$ cat src/rtl/multicycle_controller_pkg.sv
// Shared encodings for the multi-cycle RV32I control unit: FSM states, opcodes,
// datapath select codes and ALU control values.
package mc_ctrl_pkg;

  typedef enum logic [3:0] {
    FETCH, DECODE, MEMADR, MEMREAD, MEMWB, MEMWRITE, EXECR,
    EXECI, ALUWB, BRANCH, JAL, JALR, UTYPE, FAULT
  } state_t;

  localparam logic [6:0] OP_LOAD   = 7'b0000011;
  localparam logic [6:0] OP_STORE  = 7'b0100011;
  localparam logic [6:0] OP_RTYPE  = 7'b0110011;
  localparam logic [6:0] OP_ITYPE  = 7'b0010011;
  localparam logic [6:0] OP_BRANCH = 7'b1100011;
  localparam logic [6:0] OP_JAL    = 7'b1101111;
  localparam logic [6:0] OP_JALR   = 7'b1100111;

  localparam logic [1:0] ALUOP_ADD   = 2'b00;
  localparam logic [1:0] ALUOP_SUB   = 2'b01;
  localparam logic [1:0] ALUOP_FUNCT = 2'b10;
  localparam logic [1:0] ALUOP_UTYPE = 2'b11;

  localparam logic [1:0] RES_ALUOUT    = 2'b00;
  localparam logic [1:0] RES_DATA      = 2'b01;
  localparam logic [1:0] RES_ALURESULT = 2'b10;

  localparam logic [1:0] SRCA_PC    = 2'b00;
  localparam logic [1:0] SRCA_OLDPC = 2'b01;
  localparam logic [1:0] SRCA_RD1   = 2'b10;

  localparam logic [1:0] SRCB_RD2  = 2'b00;
  localparam logic [1:0] SRCB_IMM  = 2'b01;
  localparam logic [1:0] SRCB_FOUR = 2'b10;

  localparam logic [2:0] IMM_I = 3'b000;
  localparam logic [2:0] IMM_S = 3'b001;
  localparam logic [2:0] IMM_B = 3'b010;
  localparam logic [2:0] IMM_J = 3'b011;
  localparam logic [2:0] IMM_U = 3'b100;

  localparam logic [3:0] ALU_ADD   = 4'b0000;
  localparam logic [3:0] ALU_SUB   = 4'b0001;
  localparam logic [3:0] ALU_AND   = 4'b0010;
  localparam logic [3:0] ALU_OR    = 4'b0011;
  localparam logic [3:0] ALU_XOR   = 4'b0100;
  localparam logic [3:0] ALU_SLT   = 4'b0101;
  localparam logic [3:0] ALU_SLTU  = 4'b0110;
  localparam logic [3:0] ALU_SLL   = 4'b0111;
  localparam logic [3:0] ALU_AUIPC = 4'b1000;
  localparam logic [3:0] ALU_LUI   = 4'b1001;
  localparam logic [3:0] ALU_SRL   = 4'b1010;
  localparam logic [3:0] ALU_SRA   = 4'b1011;

  // LUI and AUIPC differ only in op[5].
  function automatic logic is_utype(input logic [6:0] op);
    return (op[6] == 1'b0) && (op[4:0] == 5'b10111);
  endfunction

endpackage

$ cat src/rtl/multicycle_controller_alu_decoder.sv
// ALU_Decoder: maps ALUOp plus instruction function fields to the 4-bit ALU operation.
module ALU_Decoder
  import mc_ctrl_pkg::*;
(
  input  logic       opb5,
  input  logic [2:0] funct3,
  input  logic       funct7b5,
  input  logic [1:0] alu_op,
  output logic [3:0] alu_control
);

  always_comb begin
    alu_control = ALU_ADD;
    case (alu_op)
      ALUOP_ADD:   alu_control = ALU_ADD;
      ALUOP_SUB:   alu_control = ALU_SUB;
      ALUOP_UTYPE: alu_control = funct3[0] ? ALU_LUI : ALU_AUIPC;
      default: begin
        case (funct3)
          3'b000:  alu_control = (opb5 && funct7b5) ? ALU_SUB : ALU_ADD;
          3'b001:  alu_control = ALU_SLL;
          3'b010:  alu_control = ALU_SLT;
          3'b011:  alu_control = ALU_SLTU;
          3'b100:  alu_control = ALU_XOR;
          3'b101:  alu_control = funct7b5 ? ALU_SRA : ALU_SRL;
          3'b110:  alu_control = ALU_OR;
          default: alu_control = ALU_AND;
        endcase
      end
    endcase
  end

endmodule

$ cat src/rtl/multicycle_controller.sv
// Main control FSM of the multi-cycle RV32I core. Define MC_CTRL_PERF_CNT_EN to add
// the CycleCnt/InstRet performance counter outputs.
module multicycle_controller
  import mc_ctrl_pkg::*;
#(
  parameter int MEM_TIMEOUT = 255,
  parameter int CNT_W       = 32
) (
  input  logic             clk,
  input  logic             reset,
  input  logic [6:0]       op,
  input  logic [2:0]       funct3,
  input  logic             funct7b5,
  input  logic             Zero,
  input  logic             MemReady,
  output logic             MemReq,
  output logic             MemWrite,
  output logic             PCWrite,
  output logic             AdrSrc,
  output logic             IRWrite,
  output logic             RegWrite,
  output logic [1:0]       ResultSrc,
  output logic [1:0]       ALUSrcA,
  output logic [1:0]       ALUSrcB,
  output logic [2:0]       ImmSrc,
  output logic [3:0]       ALUControl,
  output logic             Fault
`ifdef MC_CTRL_PERF_CNT_EN
  ,
  output logic [CNT_W-1:0] CycleCnt,
  output logic [CNT_W-1:0] InstRet
`endif
);

  localparam int WAIT_W = $clog2(MEM_TIMEOUT + 1);

  state_t state_q, state_d;
  logic [WAIT_W-1:0] wait_q, wait_d;

  logic mem_req, mem_write, pc_write, ir_write, reg_write, adr_src, fault;
  logic [1:0] result_src, alu_src_a, alu_src_b, alu_op;
  logic [2:0] imm_src, dec_funct3;
  logic mem_state, timeout;

  assign mem_state = (state_q == FETCH) || (state_q == MEMREAD) || (state_q == MEMWRITE);
  assign timeout   = mem_state && !MemReady && (wait_q == WAIT_W'(MEM_TIMEOUT - 1));

  always_ff @(posedge clk or posedge reset) begin
    if (reset) begin
      state_q <= FETCH;
      wait_q  <= '0;
    end else begin
      state_q <= state_d;
      wait_q  <= wait_d;
    end
  end

  always_comb begin
    state_d    = state_q;
    mem_req    = 1'b0;
    mem_write  = 1'b0;
    pc_write   = 1'b0;
    ir_write   = 1'b0;
    reg_write  = 1'b0;
    adr_src    = 1'b0;
    fault      = 1'b0;
    result_src = RES_ALUOUT;
    alu_src_a  = SRCA_PC;
    alu_src_b  = SRCB_RD2;
    imm_src    = IMM_I;
    alu_op     = ALUOP_ADD;
    case (state_q)
      FETCH: begin
        mem_req   = 1'b1;
        alu_src_b = SRCB_FOUR;
        if (MemReady) begin
          ir_write   = 1'b1;
          pc_write   = 1'b1;
          result_src = RES_ALURESULT;
          state_d    = DECODE;
        end
      end
      DECODE: begin
        alu_src_a = SRCA_OLDPC;
        alu_src_b = SRCB_IMM;
        imm_src   = IMM_B;
        case (op)
          OP_LOAD, OP_STORE: state_d = MEMADR;
          OP_RTYPE:          state_d = EXECR;
          OP_ITYPE:          state_d = EXECI;
          OP_BRANCH:         state_d = BRANCH;
          OP_JAL:            state_d = JAL;
          OP_JALR:           state_d = JALR;
          default:           state_d = is_utype(op) ? UTYPE : FAULT;
        endcase
      end
      MEMADR: begin
        alu_src_a = SRCA_RD1;
        alu_src_b = SRCB_IMM;
        imm_src   = op[5] ? IMM_S : IMM_I;
        state_d   = op[5] ? MEMWRITE : MEMREAD;
      end
      MEMREAD: begin
        mem_req = 1'b1;
        adr_src = 1'b1;
        if (MemReady) state_d = MEMWB;
      end
      MEMWB: begin
        result_src = RES_DATA;
        reg_write  = 1'b1;
        state_d    = FETCH;
      end
      MEMWRITE: begin
        mem_req   = 1'b1;
        mem_write = 1'b1;
        adr_src   = 1'b1;
        if (MemReady) state_d = FETCH;
      end
      EXECR: begin
        alu_src_a = SRCA_RD1;
        alu_src_b = SRCB_RD2;
        alu_op    = ALUOP_FUNCT;
        state_d   = ALUWB;
      end
      EXECI: begin
        alu_src_a = SRCA_RD1;
        alu_src_b = SRCB_IMM;
        imm_src   = IMM_I;
        alu_op    = ALUOP_FUNCT;
        state_d   = ALUWB;
      end
      ALUWB: begin
        reg_write = 1'b1;
        state_d   = FETCH;
      end
      BRANCH: begin
        alu_src_a = SRCA_RD1;
        alu_src_b = SRCB_RD2;
        imm_src   = IMM_B;
        alu_op    = ALUOP_SUB;
        // Only beq/bne are handled; any other branch flavour is treated as illegal.
        case (funct3)
          3'b000: begin pc_write = Zero;  state_d = FETCH; end
          3'b001: begin pc_write = !Zero; state_d = FETCH; end
          default: state_d = FAULT;
        endcase
      end
      JAL: begin
        alu_src_a = SRCA_OLDPC;
        alu_src_b = SRCB_FOUR;
        imm_src   = IMM_J;
        pc_write  = 1'b1;
        state_d   = ALUWB;
      end
      JALR: begin
        alu_src_a  = SRCA_RD1;
        alu_src_b  = SRCB_IMM;
        imm_src    = IMM_I;
        pc_write   = 1'b1;
        result_src = RES_ALURESULT;
        state_d    = ALUWB;
      end
      UTYPE: begin
        alu_src_a = SRCA_OLDPC;
        alu_src_b = SRCB_IMM;
        imm_src   = IMM_U;
        alu_op    = ALUOP_UTYPE;
        state_d   = ALUWB;
      end
      FAULT:   fault   = 1'b1;
      default: state_d = FAULT;
    endcase
    if (timeout) state_d = FAULT;
    wait_d = (mem_state && !MemReady) ? wait_q + WAIT_W'(1) : '0;
  end

  assign dec_funct3 = (alu_op == ALUOP_UTYPE) ? {2'b00, op[5]} : funct3;

  ALU_Decoder u_alu_decoder (
    .opb5       (op[5]),
    .funct3     (dec_funct3),
    .funct7b5   (funct7b5),
    .alu_op     (alu_op),
    .alu_control(ALUControl)
  );

  // Strobes are masked by reset directly so an access in flight is dropped immediately.
  assign MemReq    = mem_req   & ~reset;
  assign MemWrite  = mem_write & ~reset;
  assign PCWrite   = pc_write  & ~reset;
  assign IRWrite   = ir_write  & ~reset;
  assign RegWrite  = reg_write & ~reset;
  assign AdrSrc    = adr_src;
  assign ResultSrc = result_src;
  assign ALUSrcA   = alu_src_a;
  assign ALUSrcB   = alu_src_b;
  assign ImmSrc    = imm_src;
  assign Fault     = fault;

`ifdef MC_CTRL_PERF_CNT_EN
  logic [CNT_W-1:0] cycle_cnt_q, cycle_cnt_d, inst_ret_q, inst_ret_d;
  logic retire;

  assign retire = (state_d == FETCH) && (state_q != FETCH);

  always_comb begin
    cycle_cnt_d = cycle_cnt_q + CNT_W'(1);
    inst_ret_d  = inst_ret_q + CNT_W'(retire);
  end

  always_ff @(posedge clk or posedge reset) begin
    if (reset) begin
      cycle_cnt_q <= '0;
      inst_ret_q  <= '0;
    end else begin
      cycle_cnt_q <= cycle_cnt_d;
      inst_ret_q  <= inst_ret_d;
    end
  end

  assign CycleCnt = cycle_cnt_q;
  assign InstRet  = inst_ret_q;
`endif

endmodule
$ cat config.mk
export PLATFORM = sky130hd
export DESIGN_NAME = multicycle_controller
export DESIGN_NICKNAME = d
export VERILOG_FILES = /design/src/rtl/multicycle_controller_pkg.sv /design/src/rtl/multicycle_controller_alu_decoder.sv /design/src/rtl/multicycle_controller.sv
export SDC_FILE = /design/constraint.sdc
export NUM_CORES = 1
export LEC_CHECK = 0
export ABC_AREA = 0
export BUFFER_PORTS_ARGS = -buffer_cell sky130_fd_sc_hd__buf_2
export CORE_ASPECT_RATIO = 1.1
export CORE_UTILIZATION = 51
export DETAILED_ROUTE_END_ITERATION = 8
export PLACE_DENSITY = 0.89
export SETUP_SLACK_MARGIN = 0.02
export SLEW_MARGIN = 5
export SYNTH_ARGS = -nofsm -noshare
export SYNTH_HDL_FRONTEND = slang
export SYNTH_SLANG_ARGS = --single-unit
$ cat constraint.sdc
create_clock -name clk -period 2.21 [get_ports clk]
set_input_delay 0.442 -clock clk [delete_from_list [all_inputs] [get_ports clk]]
set_output_delay 0.442 -clock clk [all_outputs]
set_load 0.05 [all_outputs]
Word level (Yosys, flattened, before mapping)
Cells that the tools add are included.
Word-level totals
  input port bits: 15
  RAM bits: 0
  output and inout bits: 20
  latch bits: 0
  word-level logic and storage cells: 103
  flip-flop bits (word level): 12
  memories: 0
  ROM bits: 0
Operators by class
  $lt $le $gt $ge: 0
  muxes and demuxes: 32
  reduce and logical (&&, ||, !) cells: 26
  bitwise gates (word level): 7
  equality and inequality tests: 35
  multiply operators: 0
  shift-type cells: 0
  divide/modulo/power cells: 0
  add/sub/neg operators: 1
Operators by type and width (count)
  case mux 4 bit (9 select lines): 1
  case mux 4 bit (7 select lines): 1
  == test 4 bit (second input constant): 6
  case mux 4 bit (6 select lines): 1
  == test 7 bit (second input constant): 3
  two-way mux 4 bit: 5
  == test 4 x 3 -> 1 bit (second input constant): 4
  OR reduction 2 bit: 8
  OR reduction 5 bit: 3
  == test 7 x 6 -> 1 bit (second input constant): 2
  two-way mux 1 bit: 12
  case mux 2 bit (3 select lines): 2
  case mux 3 bit (4 select lines): 1
  case mux 4 bit (3 select lines): 1
  == test 3 bit (second input constant): 3
  != test 3 bit (second input constant): 3
  adder 8 x 1 -> 8 bit (second input constant): 1
  == test 4 x 2 -> 1 bit (second input constant): 2
  == test 8 bit (second input constant): 1
  two-way mux 8 bit: 1
  case mux 2 bit (2 select lines): 2
  == test 7 x 2 -> 1 bit (second input constant): 1
  == test 7 x 5 -> 1 bit (second input constant): 1
  == test 3 x 1 -> 1 bit (second input constant): 2
  other kinds (20): 34

Logic depth before layout (Yosys ltp)
Gate-level depths: netlist (run 1).
  word-level depth: 8
  mapped depth: 6
  gate-level depth less buffers: 6

By module
From an unflattened synthesis (run 1), not the netlist that was laid out.
Unflattened totals
  cells, all modules: 165
  area total of the unflattened synthesis: 1241.2 um^2
By module, submodules not included
  multicycle_controller: sequential area each 300.3 um^2, area an instance 1138.6 um^2, times used 1, cells each 148
  ALU_Decoder: sequential area each 0.0 um^2, area an instance 102.6 um^2, times used 1, cells each 17

Worst setup path before layout (run 1)
OpenSTA, ideal clock, no wires.
  path type: reg-to-output
  from: register state_q[1]
  to: output ALUControl[1]
  data required time: 1.768 ns
  cell stages (with the launch flop): 6
  arrival: 2.649 ns
  setup slack: -0.881 ns
  path buffers: 1
  path through: dfrtp_1 -> buf_2 -> nand2b_1 -> nor2_1 -> a211oi_1 -> nor3_1
Between the ends
  longest elaborated chain between the ends: 8
  elaborated cells between the ends (all ways): 19
  classes of those cells: 12 x eq/ne; 4 x mux; 3 x reduce/logical
RTL lines
  start: declaration: RTL line multicycle_controller.sv:37  | state_t state_q, state_d;
  start signal: assignment: RTL line multicycle_controller.sv:53  | state_q <= state_d;
  == test 4 x 3 -> 1 bit: RTL line multicycle_controller.sv:72  | case (state_q)
  OR reduction 2 bit (no line)
  case mux 2 bit (3 select lines) *: RTL line multicycle_controller.sv:72
  == test 2 bit: RTL line multicycle_controller_alu_decoder.sv:14, multicycle_controller.sv:177
  two-way mux 3 bit: RTL line multicycle_controller.sv:177  | assign dec_funct3 = (alu_op == ALUOP_UTYPE) ? {2'b00, op[5]} : funct3;
  == test 3 bit, or another cell as far along: RTL line multicycle_controller_alu_decoder.sv:19  | case (funct3)
  case mux 4 bit (7 select lines): RTL line multicycle_controller_alu_decoder.sv:19
  case mux 4 bit (3 select lines) *: RTL line multicycle_controller_alu_decoder.sv:14  | case (alu_op)
  end: declaration: RTL line multicycle_controller.sv:26  | output logic [3:0] ALUControl,
Every way passes the cells marked *; elsewhere a longest branch is shown, timed or not.

Worst setup path in the final report (run 1)
  from: register state_q[1]
  to: output ALUControl[0]
The elaborated chain is that of the path after synthesis.

==> run summary, run 1 <==
The run finished, with violations left. The final reports fail on negative setup slack. The critical path's largest stage delay came out at 460 ps. CTS placed an instance of sky130_fd_sc_hd__clkbuf_4 at the clock tree root.

After clock tree synthesis, the clock-pin slew on the worst setup and hold paths is 80 ps. The total power of the final layout is 2.19 mW. The signal on the critical path passes through buf_6 -> nand2_1 -> buf_4 -> a311oi_4 -> a22o_1 -> buf_6.

Counting the buffers created by CTS gives 3. The area enclosed by the die boundary came out at 2510 um2. The first global-routing pass estimated 5470 um of wire. The initial utilization of the core area, before any placement, comes to 56.6%. Yosys printed 0 warnings. After clock tree synthesis, the flow added hold-fix buffers numbering 0. The most numerous cell type found on the critical path is sky130_fd_sc_hd__buf_6. The TritonCTS clock tree is done.

Data on the critical path is required at its endpoint by 1770 ps. The most used routing layer is met2. Counting every net in the synthesized netlist gives 173. Along the worst path, the maximum fanout reaches 6. The number of antenna violations at the first check in global routing is 0. The die is 52.4 um tall.

The post-place instance area came out at 1480 um2. The count of standard-cell rows came out at 17. The number of failing hold endpoints at the final stage came out at 0. The post-route worst setup slack is -29.6 ps. By startpoint and endpoint, the worst setup path is classified as reg -> out. The proportion of netlist area held by the largest area contributor is 25.5%. The met1 track demand over resource came out at 39.6%.

The global-route track usage on met2 is 48.6%. Global routing used 4.83% of the available met3 tracks. The synthesized instance count came out at 156. The number of synthesized flops with an enable pin is 0. The routed design could run at a clock period as short as 2240 ps. The worst setup path is captured at a primary output. The half-perimeter wire length after detailed placement is 2430 um. The number of buffers added on ports came out at 34.

The final cell utilization of the core came out at 78.0%. Compared with the post-synthesis result, the final layout area differs by 37.9%. The prevailing post-synth register cell is sky130_fd_sc_hd__dfrtp_1. The number of maximum-capacitance violations came out at 0. The slew of the pin with the lowest slew margin came out at 477 ps.

After synthesis, the netlist uses 44 different library cells. The overall overflow remaining after global route came out at 0. The critical path arrival is 1800 ps. The top-level I/O count is 35. Across the VDD grid, the largest voltage drop is 1430 uV.

The width of the chip came out at 47.9 um. The launching element type of the critical path is a flop. Counting instances in the post-synthesis netlist gives the leading cell types as 17 x sky130_fd_sc_hd__nor2_1, 13 x sky130_fd_sc_hd__nand2_1, 12 x sky130_fd_sc_hd__dfrtp_1. The worst hold margin is 275 ps. The master of the slowest instance on the critical path is sky130_fd_sc_hd__dfrtp_2.

The global routing usage summed across all routing layers is 30.6%. Dividing the final minimum period by the clock period gives 101%. The static leakage is 0.724 nW. The DRC marker count from the first detailed-route iteration is 49.

The net count reported at finish came out at 217. In this run the worst hold path is classified as in -> async. The highest clock frequency the design can meet came out at 447 MHz. The via count of the first global-routing pass is 1,252.

The DRC violation count after routing is 0. The congestion estimate from routability-driven global placement came to 0.930. The synthesis-stage register bit count is 12.

Setup slack on the worst reg-to-reg path comes out at 280 ps. The final max-slew violation count came out at 0. The final number of setup-violating endpoints came out at 1.

For this block, the routed nets add up to 3880 um of wire. Summing all non-filler instances in the final layout gives an area of 1630 um2. The ratio of total power to cell area is 1340 nW/um2. The latest clock arrival within the worst-skew pair is 270 ps. In this run the tightest slew margin relative to its limit is 67.8%. In this run the standard cell core region covers 2080 um2. The clock sink count came out at 12. The H-tree depth reported by CTS is 1. The total number of vias is 1,417. The netlist area before placement came out at 1180 um2. Sorting the synthesized cells by area gives the leading types as sky130_fd_sc_hd__dfrtp_1 25%, sky130_fd_sc_hd__nor2_1 5.4%, sky130_fd_sc_hd__xor2_1 5.2%, sky130_fd_sc_hd__a21oi_1 4.2%, sky130_fd_sc_hd__o21ai_0 4.2%. In this run the mean area of a mapped cell was 7.56 um2. Of all cell types, the one taking the most synthesized area is sky130_fd_sc_hd__dfrtp_1. The number of optimization iterations in the first detailed-route pass came out at 4. By instance count, the leading cell after synthesis is sky130_fd_sc_hd__nor2_1.

After detailed routing, the average wire length per cell comes to 17.1 um. The sequential-to-total area share from yosys stat came out at 25.5%. The clock tree skew after final layout is 1.78 ps. The layout cell share with drive strength beyond 1 is 40.7%. The number of vias per cell after detailed routing is 6.24. The largest net degree at the start of global routing came out at 14. Of all flip-flops after synthesis, the portion carrying an async set or reset was 100%. Setup repair after global routing could not meet its margin everywhere. 0 antenna diodes ended up in the layout. Counting along the longest clock path gives a buffer depth of 2. In this run the remaining antenna-violating nets after routing total 0.
stage by stage:
stage | setup WS (ps) | TNS, ps | instances
4_1_cts | 10.2 | 0 | 222
3_3_place_gp | 116 | 0 | 218
6_report | -29.6 | -29.6 | 227
5_1_grt | -102 | -277 | 227
3_5_place_dp | 113 | 0 | 218
2_1_floorplan | -243 | -552 | 156
sequential cells by signal, summed over array words and instances, names as in the netlist:
signal and cells:
state_q 4, wait_q 8
layout by cell type (no fill, tap or decap), types with 4 or more instances in the layout:
master / n
sky130_fd_sc_hd__nand2_1: 13
sky130_fd_sc_hd__a21oi_1: 8
sky130_fd_sc_hd__clkbuf_4: 4
sky130_fd_sc_hd__buf_6: 5
sky130_fd_sc_hd__buf_2: 28
sky130_fd_sc_hd__xor2_1: 7
sky130_fd_sc_hd__o21ai_0: 8
sky130_fd_sc_hd__inv_1: 6
sky130_fd_sc_hd__dfrtp_1: 9
sky130_fd_sc_hd__nor2_1: 15
sky130_fd_sc_hd__nor3_1: 5
sky130_fd_sc_hd__xnor2_1: 4
sky130_fd_sc_hd__nand2b_1: 5
sky130_fd_sc_hd__nor3_2: 4
sky130_fd_sc_hd__buf_4: 17
power breakdown:
group,leakage [nW],switching [mW],internal [mW]
combinational,0.546,1.09,0.572
clock,0.0210,0.0759,0.100
sequential,0.157,0.0852,0.266
total,0.724,1.25,0.938
final timing paths:
check / endpoint / from / cells past startpoint
min reg2reg: wait_q[0] / wait_q[0] / 1
max reg2reg: state_q[1] / state_q[3] / 6
min: wait_q[0] / reset / 3
min in group clk: state_q[1] / op[5] / 2
max in group asynchronous: state_q[0] / reset / 3
max: ALUControl[0] / state_q[1] / 6
worst max-delay path: cells and delay by family, from the launching register on:
kind	cells	cell delay [ps]
compound gates	2	510
buf+inv	3	470
flops	1	460
simple gates	1	80
layer usage:
layer | up-vias | share of wire (%)
met4 | 0 | 3.0
li1 | 648 | -
met5 | - | 0
met2 | 81 | 51
met1 | 670 | 38
met3 | 18 | 7.2
area by class of cell:
type,instances,area (um2)
sequential,12,304
tap,28,35.0
inverter,6,22.5
clock buffer,4,36.3
multi-input combinational,126,897
fill,159,458
timing repair buffer,51,332
logic make-up (layout without fill, tap and decap cells):
group	count (synthesis)	after routing	share of synthesized area [%]
muxes	4	4	3.61
AOI/OAI and AO/OA	38	38	21.4
adders and majority gates	2	2	2.12
DFF	12	12	25.5
and+or+nand+nor	71	71	32.2
buffers and inverters	18	61	7.00
xor gates and xnor gates	11	11	8.17
timing repair:
item	4_1_cts	5_1_grt
setup endpoints to repair	6	10
gates resized for setup	6	18
pin swaps	0	1
setup buffers	0	5
(Power assumes the default switching activity.)
==> inputs of run 2 (changes only) <==
--- a/config.mk
+++ b/config.mk
@@ -8,11 +8,12 @@
 export ABC_AREA = 0
 export BUFFER_PORTS_ARGS = -buffer_cell sky130_fd_sc_hd__buf_2
 export CORE_ASPECT_RATIO = 1.1
-export CORE_UTILIZATION = 51
+export CORE_UTILIZATION = 47
 export DETAILED_ROUTE_END_ITERATION = 8
-export PLACE_DENSITY = 0.89
+export PLACE_DENSITY = 0.86
 export SETUP_SLACK_MARGIN = 0.02
 export SLEW_MARGIN = 5
 export SYNTH_ARGS = -nofsm -noshare
 export SYNTH_HDL_FRONTEND = slang
+export SYNTH_HIERARCHICAL = 1
 export SYNTH_SLANG_ARGS = --single-unit
==> constraint.sdc (replaced) <==
create_clock -name clk -period 2 [get_ports clk]
set_input_delay 0.4 -clock clk [delete_from_list [all_inputs] [get_ports clk]]
set_output_delay 0.4 -clock clk [all_outputs]
set_load 0.05 [all_outputs]
==> run 2 against run 1 <==
  * The flow still finishes with violations (negative setup slack)
  * Area after synthesis up 5.2%
  * Core utilization up 1.9 points
  * Non-clock buffer count up 13
  * Sequential power down 9.1%
  * Setup slack worse by 430 ps
  * Register-to-register slack worse by 530 ps
  * Global-route usage down 1.7 points
  * Power up 28%
  * Critical path depth up 1
  * Die area up 14%
  * Sequential share of layout area down 3.6 points
==> run summary, run 2 <==
The top-level I/O count was 35 (unchanged). The sequential-to-total area share from yosys stat came out at 24.2% (was 25.5%). The post-route non-filler standard cell count came out at 254 (was 227). The TritonCTS clock tree was done (unchanged). The prevailing post-synth register cell is sky130_fd_sc_hd__dfrtp_1 (unchanged). The leading cell type by number of instances after synthesis is sky130_fd_sc_hd__nor2_1 (unchanged).

The clock tree skew after final layout was 1.38 ps (was 1.78 ps). The kind of end point of the critical path is a primary output (unchanged). The DRC violation count after routing is 0 (unchanged). The core area came out at 2500 um2 (was 2080 um2).

The synthesis-to-layout area growth is 60.8% (was 37.9%). The routability-driven placement congestion ratio is 0.839 (was 0.930). The count of standard-cell rows is 19 (was 17). The clock edge transition at the registers on the reported setup and hold paths is 70 ps (was 80 ps).

Run status: finished, violations left (unchanged). The family of cells with the greatest summed delay on the critical path is simple AND/OR/NAND/NOR gates (was compound AO/OA/AOI/OAI gates). The worst hold margin came out at 231 ps (was 275 ps).

The CTS root buffer is sky130_fd_sc_hd__clkbuf_4 (unchanged). The height of the die is 55.9 um (was 52.4 um). The synthesis-stage register bit count is 12 (unchanged). The filler cell count in the final layout is 152 (was 159). Commonest cells after routing, fill and taps aside: 24 x sky130_fd_sc_hd__buf_4, 18 x sky130_fd_sc_hd__nor2_1, 18 x sky130_fd_sc_hd__buf_6, 15 x sky130_fd_sc_hd__buf_2, 12 x sky130_fd_sc_hd__dfrtp_1 (was 28 x sky130_fd_sc_hd__buf_2, 17 x sky130_fd_sc_hd__buf_4, 15 x sky130_fd_sc_hd__nor2_1, 13 x sky130_fd_sc_hd__nand2_1, 9 x sky130_fd_sc_hd__dfrtp_1). The total number of vias is 1,572 (was 1,417).

The synthesized instance count came out at 165 (was 156). The width of the chip came out at 51.0 um (was 47.9 um). The first-pass GRT wire length is 6230 um (was 5470 um).

The launching element type of the critical path is a flop (unchanged). The master of the slowest instance on the critical path is sky130_fd_sc_hd__dfrtp_1 (was sky130_fd_sc_hd__dfrtp_2). The critical path buffer and inverter count is 1 (was 3). The number of failing hold endpoints at the final stage came out at 0 (unchanged). The number of buffers created by CTS is 3 (unchanged).

The count of antenna diodes in the layout was 0 (unchanged). The number of buffers added on ports is 34 (unchanged). The total routed wirelength is 4500 um (was 3880 um). The classification of the worst-slack hold path is in -> async (unchanged). The average wire per cell in the routed design is 17.7 um (was 17.1 um). The via count of the first global-routing pass is 1,467 (was 1,252).

The netlist area before placement came out at 1240 um2 (was 1180 um2). Violated checks: negative setup slack (unchanged). The maximum fanout along the worst path came out at 6 (unchanged). The yosys synthesis warning count is 6 (was 0). The number of synthesized flops with an enable pin came to 0 (unchanged). The largest register by flop count is wait_q (unchanged). The starting utilization of the core area came out at 49.7% (was 56.6%). The final number of setup-violating endpoints is 19 (was 1). The net count reported at finish came out at 241 (was 217). The most common library cell in the layout ignoring fill and taps is sky130_fd_sc_hd__buf_4 (was sky130_fd_sc_hd__buf_2). The post-route worst setup slack was -459 ps (was -29.6 ps).

The area taken by flip-flops and latches came out at 300 um2 (was 304 um2). The number of maximum-capacitance violations came out at 0 (unchanged). The quantity of hold-fixing buffers added after cts came out at 0 (unchanged).

The number of vias per cell after detailed routing is 6.19 (was 6.24). Critical path cell sequence: or2_4 -> nor2_4 -> mux2_4 -> nand3b_1 -> o21ai_1 -> and3b_2 -> buf_8 (was buf_6 -> nand2_1 -> buf_4 -> a311oi_4 -> a22o_1 -> buf_6). The slew of the pin with the lowest slew margin came out at 531 ps (was 477 ps).

The relative max-transition margin came out at 64.1% (was 67.8%). The number of nets produced by synthesis is 182 (was 173). The highest clock frequency the design can meet came out at 407 MHz. The number of instances in the placed design is 237 (was 218).

The H-tree depth reported by CTS came out at 1 (unchanged). The critical path class is reg -> out (unchanged). The final critical delay including setup and external delays came out at 2460 ps.

Largest cells by area after synthesis: sky130_fd_sc_hd__dfrtp_1 24%, sky130_fd_sc_hd__nor2_1 6.0%, sky130_fd_sc_hd__o21ai_0 6.0%, sky130_fd_sc_hd__xnor2_1 4.2%, sky130_fd_sc_hd__xor2_1 4.2% (was sky130_fd_sc_hd__dfrtp_1 25%, sky130_fd_sc_hd__nor2_1 5.4%, sky130_fd_sc_hd__xor2_1 5.2%, sky130_fd_sc_hd__a21oi_1 4.2%, sky130_fd_sc_hd__o21ai_0 4.2%). The proportion of synthesized flip-flops having asynchronous set or reset is 100% (unchanged). The number of buffers between clock root and the deepest sink is 2 (unchanged). The largest net degree at the start of global routing is 19 (was 14). The worst IR drop on VDD came out at 1190 uV (was 1430 uV). The final max-slew violation count is 0 (unchanged). Synth cell count leaders: 20 x sky130_fd_sc_hd__nor2_1, 15 x sky130_fd_sc_hd__o21ai_0, 12 x sky130_fd_sc_hd__dfrtp_1 (was 17 x sky130_fd_sc_hd__nor2_1, 13 x sky130_fd_sc_hd__nand2_1, 12 x sky130_fd_sc_hd__dfrtp_1).

The number of flip-flops under the largest register name came out at 8 (unchanged). The critical path's largest stage delay came out at 380 ps (was 460 ps). The clock sink count came out at 12 (unchanged). Registers with the most flip-flops: wait_q (8), state_q (4) (unchanged). The proportion of netlist area held by the largest area contributor is 24.2% (was 25.5%).

The latest clock arrival within the worst-skew pair was 270 ps (about the same). The final worst-path cycle share came out at 123%. The number of antenna violations at the first check in global routing is 0 (unchanged). The count of nets left with antenna violations after detail routing came out at 0 (unchanged). The ratio of total power to cell area is 1400 nW/um2 (was 1340 nW/um2). The half-perimeter wire length after detailed placement came out at 2470 um (was 2430 um).

The mean instance size in the synthesized netlist came out at 7.52 um2 (was 7.56 um2). The static leakage came out at 0.858 nW (was 0.724 nW). The layout cell share with drive strength beyond 1 is 47.1% (was 40.7%). The endpoint required time on the critical path is 1600 ps (was 1770 ps). The critical path arrival came to 2060 ps (was 1800 ps). The cell taking the most area after synthesis was sky130_fd_sc_hd__dfrtp_1 (unchanged). The unique cell type count in the Yosys netlist is 50 (was 44).

The DRC marker count from the first detailed-route iteration came out at 69 (was 49). The number of optimization iterations in the first detailed-route pass is 4 (unchanged). The area occupied by multi-input gates came out at 1040 um2 (was 897 um2). RSZ-0062 raised after global routing: true (unchanged). The final cell area excluding filler cells is 2000 um2 (was 1630 um2). The overall overflow remaining after global route came to 0 (unchanged). The worst slack after detailed placement is -179 ps (was 113 ps). The area enclosed by the die boundary is 2850 um2 (was 2510 um2). The setup TNS came out at -3300 ps (was -29.6 ps). The post-place instance area came out at 1610 um2 (was 1480 um2). The global routing usage summed across all routing layers came out at 28.8% (was 30.6%).
## run 2: cells by family (layout without fill, tap and decap cells)
family,count (synthesis),in the layout,synth area share (%)
compound gates,44,44,23.4
mux,2,2,1.81
flops,12,12,24.2
xor+xnor,12,12,8.47
simple gates,76,77,32.8
buf+inv,17,74,7.36
fa+ha+maj,2,2,2.02
## run 2: final cells by class
type	count	area share [%]
inverter	6	1.13
timing repair buffer	64	27.7
multi-input combinational	137	52.4
clock buffer	4	1.82
sequential	12	15.0
tap	31	1.94
## run 2: power breakdown
group	internal (mW)	leakage [nW]	switching, mW
sequential	0.286	0.162	0.0338
combinational	0.906	0.674	1.38
clock	0.111	0.0210	0.0806
## run 2: path summary, 6_finish.rpt
check,startpoint,end,slack [ps],depth (start not counted)
setup / recovery,state_q[1],ALUControl[0],-460,7
hold / removal,reset,state_q[1],230,2
setup reg to reg,state_q[1],state_q[0],-250,10
hold reg to reg,wait_q[0],wait_q[0],490,1
max in group asynchronous,reset,wait_q[2],1440,2
min in group clk,wait_q[0],wait_q[0],490,1
## run 2: per-layer routing
metal | vias to the layer above | global-route usage (%) | wire, um
li1 | 708 | - | -
met1 | 741 | 32.5 | 1670
met2 | 94 | 47.4 | 2280
met3 | 29 | 8.74 | 310
met4 | 0 | 15.9 | 241
met5 | - | 0 | 0
## run 2: through the flow
stage / utilization [%] / power, mW
3_3_place_gp: 64.6 / 2.05
4_1_cts: 74.1 / 2.53
5_1_grt: 79.9 / 2.90
3_5_place_dp: 64.6 / 2.06
2_1_floorplan: - / 1.69
6_report: 79.9 / 2.79
## run 2: timing repair
action / 4_1_cts / 5_1_grt
setup endpoints to repair: 16 / 21
gates resized for setup: 47 / 31
pin swaps: 7 / 8
setup buffers: 8 / 6
gates cloned: 0 / 1
==> inputs of run 3 (changes only) <==
--- a/config.mk
+++ b/config.mk
@@ -6,11 +6,11 @@
 export NUM_CORES = 1
 export LEC_CHECK = 0
 export ABC_AREA = 0
-export BUFFER_PORTS_ARGS = -buffer_cell sky130_fd_sc_hd__buf_2
 export CORE_ASPECT_RATIO = 1.1
-export CORE_UTILIZATION = 47
+export CORE_UTILIZATION = 57
 export DETAILED_ROUTE_END_ITERATION = 8
-export PLACE_DENSITY = 0.86
+export DONT_BUFFER_PORTS = 1
+export PLACE_DENSITY = 0.85
 export SETUP_SLACK_MARGIN = 0.02
 export SLEW_MARGIN = 5
 export SYNTH_ARGS = -nofsm -noshare
==> run 3 against run 2 <==
  * The run now fails in 5_1_grt
  * Area after synthesis unchanged
  * Synthesized cell count unchanged
==> run summary, run 3 <==
The width of the chip is 46.5 um (was 51.0 um). The mux cell area share after synthesis came to 1.81% (unchanged). Run status: did not finish (was finished, violations left). The synthesis-stage register bit count came out at 12 (unchanged). The CTS root buffer was sky130_fd_sc_hd__clkbuf_4 (unchanged). Largest cells by area after synthesis: sky130_fd_sc_hd__dfrtp_1 24%, sky130_fd_sc_hd__nor2_1 6.0%, sky130_fd_sc_hd__o21ai_0 6.0%, sky130_fd_sc_hd__xnor2_1 4.2%, sky130_fd_sc_hd__xor2_1 4.2% (unchanged).

The netlist area before placement was 1240 um2 (unchanged). The unique cell type count in the Yosys netlist came out at 50 (unchanged). The arithmetic-cell share of the synthesized area counting full adders, half adders and majority gates came out at 2.02% (unchanged). The sequential-to-total area share from yosys stat is 24.2% (unchanged). The synthesized instance count is 165 (unchanged). The half-perimeter wire length after detailed placement is 2620 um (was 2470 um). The basic-gate share of the synthesized area counting and, or, nand and nor cells came to 32.8% (unchanged). The top-level I/O count was 35 (unchanged). The leading cell type by number of instances after synthesis is sky130_fd_sc_hd__nor2_1 (unchanged). The largest net degree at the start of global routing is 20. The quantity of hold-fixing buffers added after cts came out at 0 (unchanged). The height of the die is 50.9 um (was 55.9 um).

The compound-gate portion of the synthesized area came out at 23.4% (unchanged). The starting utilization of the core area came out at 61.4% (was 49.7%). After global-route timing repair, the worst endpoint was ALUControl[0]. The yosys synthesis warning count came out at 6 (unchanged). The mean instance size in the synthesized netlist is 7.52 um2 (unchanged).

The count of standard-cell rows came out at 17 (was 19). The fraction of synthesized cell area in xor and xnor cells came to 8.47% (unchanged). The number of buffers created by CTS is 3 (unchanged). The prevailing post-synth register cell is sky130_fd_sc_hd__dfrtp_1 (unchanged). The number of buffers between clock root and the deepest sink is 2 (unchanged). The clock sink count was 12 (unchanged). The number of synthesized flops with an enable pin is 0 (unchanged). The dominant combinational cell family by area after synthesis is simple AND/OR/NAND/NOR gates (unchanged). Synth cell count leaders: 20 x sky130_fd_sc_hd__nor2_1, 15 x sky130_fd_sc_hd__o21ai_0, 12 x sky130_fd_sc_hd__dfrtp_1 (unchanged). The stage where the flow stopped is 5_1_grt.

The cell taking the most area after synthesis is sky130_fd_sc_hd__dfrtp_1 (unchanged). The routability-driven placement congestion ratio came out at 0.915 (was 0.839). The number of nets produced by synthesis came to 182 (unchanged). The proportion of synthesized flip-flops having asynchronous set or reset came to 100% (unchanged). After the last repair the worst path ends at a top-level output. The tool reported: "[ERROR DPL-0038] Utilization greater than 100%, impossible to legalize".

The number of buffers added on ports is 0 (was 34). The proportion of netlist area held by the largest area contributor is 24.2% (unchanged). The H-tree depth reported by CTS was 1 (unchanged).
run 3: cell counts after synthesis:
No cell type changed its count.
run 3: through the flow:
stage / worst slack (ps) / std cells / instance area [um2]
2_1_floorplan: -487 / 165 / 1340
3_3_place_gp: -55.0 / 211 / 1620
3_5_place_dp: -96.5 / 211 / 1620
4_1_cts: -339 / 221 / 1780
run 3: logic make-up after synthesis:
logic type	after synthesis
AOI/OAI and AO/OA	44
buffers and inverters	17
xor gates and xnor gates	12
adders and majority gates	2
and+or+nand+nor	76
muxes	2
DFF	12
run 3: repair_timing:
| action | CTS |
|---|---|
| endpoints found under the setup margin | 13 |
| hold endpoints to repair | 0 |
| resized for setup | 21 |
| buffers inserted | 6 |
| pin swaps | 10 |
==> inputs of run 4 (changes only) <==
--- a/config.mk
+++ b/config.mk
@@ -6,12 +6,11 @@
 export NUM_CORES = 1
 export LEC_CHECK = 0
 export ABC_AREA = 0
-export CORE_ASPECT_RATIO = 1.1
-export CORE_UTILIZATION = 57
+export CORE_AREA = 2 2 63 65
 export DETAILED_ROUTE_END_ITERATION = 8
+export DIE_AREA = 0 0 65 67
 export DONT_BUFFER_PORTS = 1
-export PLACE_DENSITY = 0.85
-export SETUP_SLACK_MARGIN = 0.02
+export PLACE_DENSITY_LB_ADDON = 0.15
 export SLEW_MARGIN = 5
 export SYNTH_ARGS = -nofsm -noshare
 export SYNTH_HDL_FRONTEND = slang
==> constraint.sdc (replaced) <==
create_clock -name clk -period 2.6 [get_ports clk]
set_input_delay 0.52 -clock clk [delete_from_list [all_inputs] [get_ports clk]]
set_output_delay 0.52 -clock clk [all_outputs]
set_load 0.05 [all_outputs]
==> run 4 against run 3 <==
  * The flow now finishes without violations
==> run summary, run 4 (synthesized netlist as in run 2, its figures left out) <==
Run status: finished, final reports clean (was did not finish). The number of buffers added on ports is 0 (unchanged). The H-tree depth reported by CTS came out at 1 (unchanged).

The completed layout was analyzed and its total power is 1.68 mW. The CTS root buffer is sky130_fd_sc_hd__clkbuf_8 (was sky130_fd_sc_hd__clkbuf_4). The count of nets left with antenna violations after detail routing came out at 0.

The ratio of total power to cell area came out at 1120 nW/um2. The largest net degree at the start of global routing came out at 19. The worst setup path is captured at a primary output. The clock sink count came to 12 (unchanged). The width of the chip is 65 um (was 46.5 um). The core area is 3610 um2. The routability-driven placement congestion ratio came out at 0.790 (was 0.915). The first global-routing pass estimated 5370 um of wire. Setup repair after global routing could not meet its margin everywhere. The signal on the critical path passes through or2_4 -> nor2_4 -> mux2_4 -> nor3_1 -> o21ai_0 -> and3b_2. The count of antenna diodes in the layout is 0. The top-level I/O count is 35 (unchanged).

Using the TritonRoute via totals, the vias-per-cell ratio works out to 5.55. The number of failing hold endpoints at the final stage came to 0. The overall overflow remaining after global route is 0. The worst IR drop on VDD is 349 uV. For this block, the via count after detailed routing is 1,260. The latest clock arrival within the worst-skew pair came out at 240 ps.

The largest individual stage delay along the critical path comes from the cell sky130_fd_sc_hd__dfrtp_1. The total routed wirelength is 3200 um. The final layout contains 197 nets.

The final critical delay including setup and external delays came out at 2510 ps. The post-route non-filler standard cell count is 227. Clock-pin slew was measured on the worst setup and hold paths at 50 ps. The worst register-to-register path has a setup slack of 920 ps.

The area enclosed by the die boundary is 4360 um2. The layout cell share with drive strength beyond 1 came out at 23.5%. The number of buffers between clock root and the deepest sink came out at 2 (unchanged). The post-route worst setup slack came out at 91.4 ps. The worst setup path is launched from a flop.

The static leakage came out at 0.596 nW. At the pin with the least slew margin, the transition time is 499 ps. The number of buffers created by CTS came out at 3 (unchanged). The number of flip-flops under the largest register name is 8. The maximum fanout along the worst path is 7. The worst hold margin came out at 159 ps. Summing all non-filler instances in the final layout gives an area of 1510 um2. From synthesis to final layout, the design area changed by 21.5%. The starting utilization of the core area came out at 34.4% (was 61.4%). The number of antenna violations at the first check in global routing is 0. For this run, the slowest stage of the critical path takes 370 ps. The final max-slew violation count came out at 0. The DRC violation count after routing is 0. The final number of setup-violating endpoints is 0. The via count of the first global-routing pass is 1,179. TritonCTS built the clock tree. The endpoint required time on the critical path is 2080 ps. The classification of the worst-slack hold path is in -> async. The largest register by flop count is wait_q. The critical path class is reg -> out. The global routing usage summed across all routing layers came out at 16.0%. The final worst-path cycle share is 96.5%. Across the run, the number of max-cap violations was 0. The height of the die is 67 um (was 50.9 um). The largest registers in the layout are wait_q (8), state_q (4). The clock tree skew after final layout is 5.96 ps. Before antenna repair, the detailed router went through 4 iterations. In the final timing run, aggregate negative setup slack is 0 ps. The count of standard-cell rows is 22 (was 17). The half-perimeter wire length after detailed placement came out at 2470 um (was 2620 um). The post-place instance area is 1450 um2 (was 1620 um2). The number of instances in the placed design came out at 223 (was 211). The top cell types in the final layout, fill and taps aside, are 20 x sky130_fd_sc_hd__nor2_1, 20 x sky130_fd_sc_hd__buf_4, 14 x sky130_fd_sc_hd__o21ai_0, 11 x sky130_fd_sc_hd__dfrtp_1, 9 x sky130_fd_sc_hd__nor3_1.

Timing would allow up to 399 MHz. The relative max-transition margin is 67.0%. In the final routed layout, each cell accounts on average for 14.1 um. The layout has 369 filler cells. The worst slack after detailed placement came out at 289 ps (was -96.5 ps). The final cell utilization of the core is 41.8%. The quantity of hold-fixing buffers added after cts came out at 0 (unchanged). The critical path arrival is 1990 ps. After the first detailed-routing iteration, the DRC count stood at 37.
run 4: critical path: cells and delay by family (launching register included):
| family | cells | cell delay, ps |
|---|---|---|
| AO/OA/AOI/OAI | 1 | 90 |
| flip-flops | 1 | 370 |
| multiplexers | 1 | 340 |
| AND/OR/NAND/NOR | 4 | 940 |
run 4: layer usage:
layer	part of all wire, %	wire length (um)	global-route usage [%]	vias to the layer above
li1	-	-	-	620
met1	46	1480	21.4	576
met2	44	1400	24.7	56
met3	8.5	271	5.07	8
met4	1.5	49	3.99	0
met5	0	0	0	-
run 4: what timing repair did:
action                                  4_1_cts  5_1_grt
endpoints found under the setup margin        0        2
buffers inserted                              0        0
resized for setup                             0        2
run 4: power breakdown:
| part | internal (mW) | total (mW) | switching [mW] |
|---|---|---|---|
| combinational | 0.394 | 1.22 | 0.830 |
| sequential | 0.222 | 0.257 | 0.0348 |
| clock | 0.134 | 0.201 | 0.0669 |
| total | 0.750 | 1.68 | 0.932 |
run 4: cell type report:
type	instances	area (um2)	area share (%)
multi-input combinational	136	898	59.6
sequential	12	302	20.0
timing repair buffer	21	170	11.3
tap	48	60.1	3.98
clock buffer	4	55.1	3.65
inverter	6	22.5	1.49
run 4: final timing paths:
path,depth (start not counted),endpoint,startpoint
worst max-delay path,6,ALUControl[0],state_q[0]
worst min-delay path,1,wait_q[4],reset
worst max register to register,4,state_q[2],state_q[2]
worst min register to register,1,wait_q[0],wait_q[0]
max in group asynchronous,1,state_q[2],reset
min in group clk,1,wait_q[0],wait_q[0]
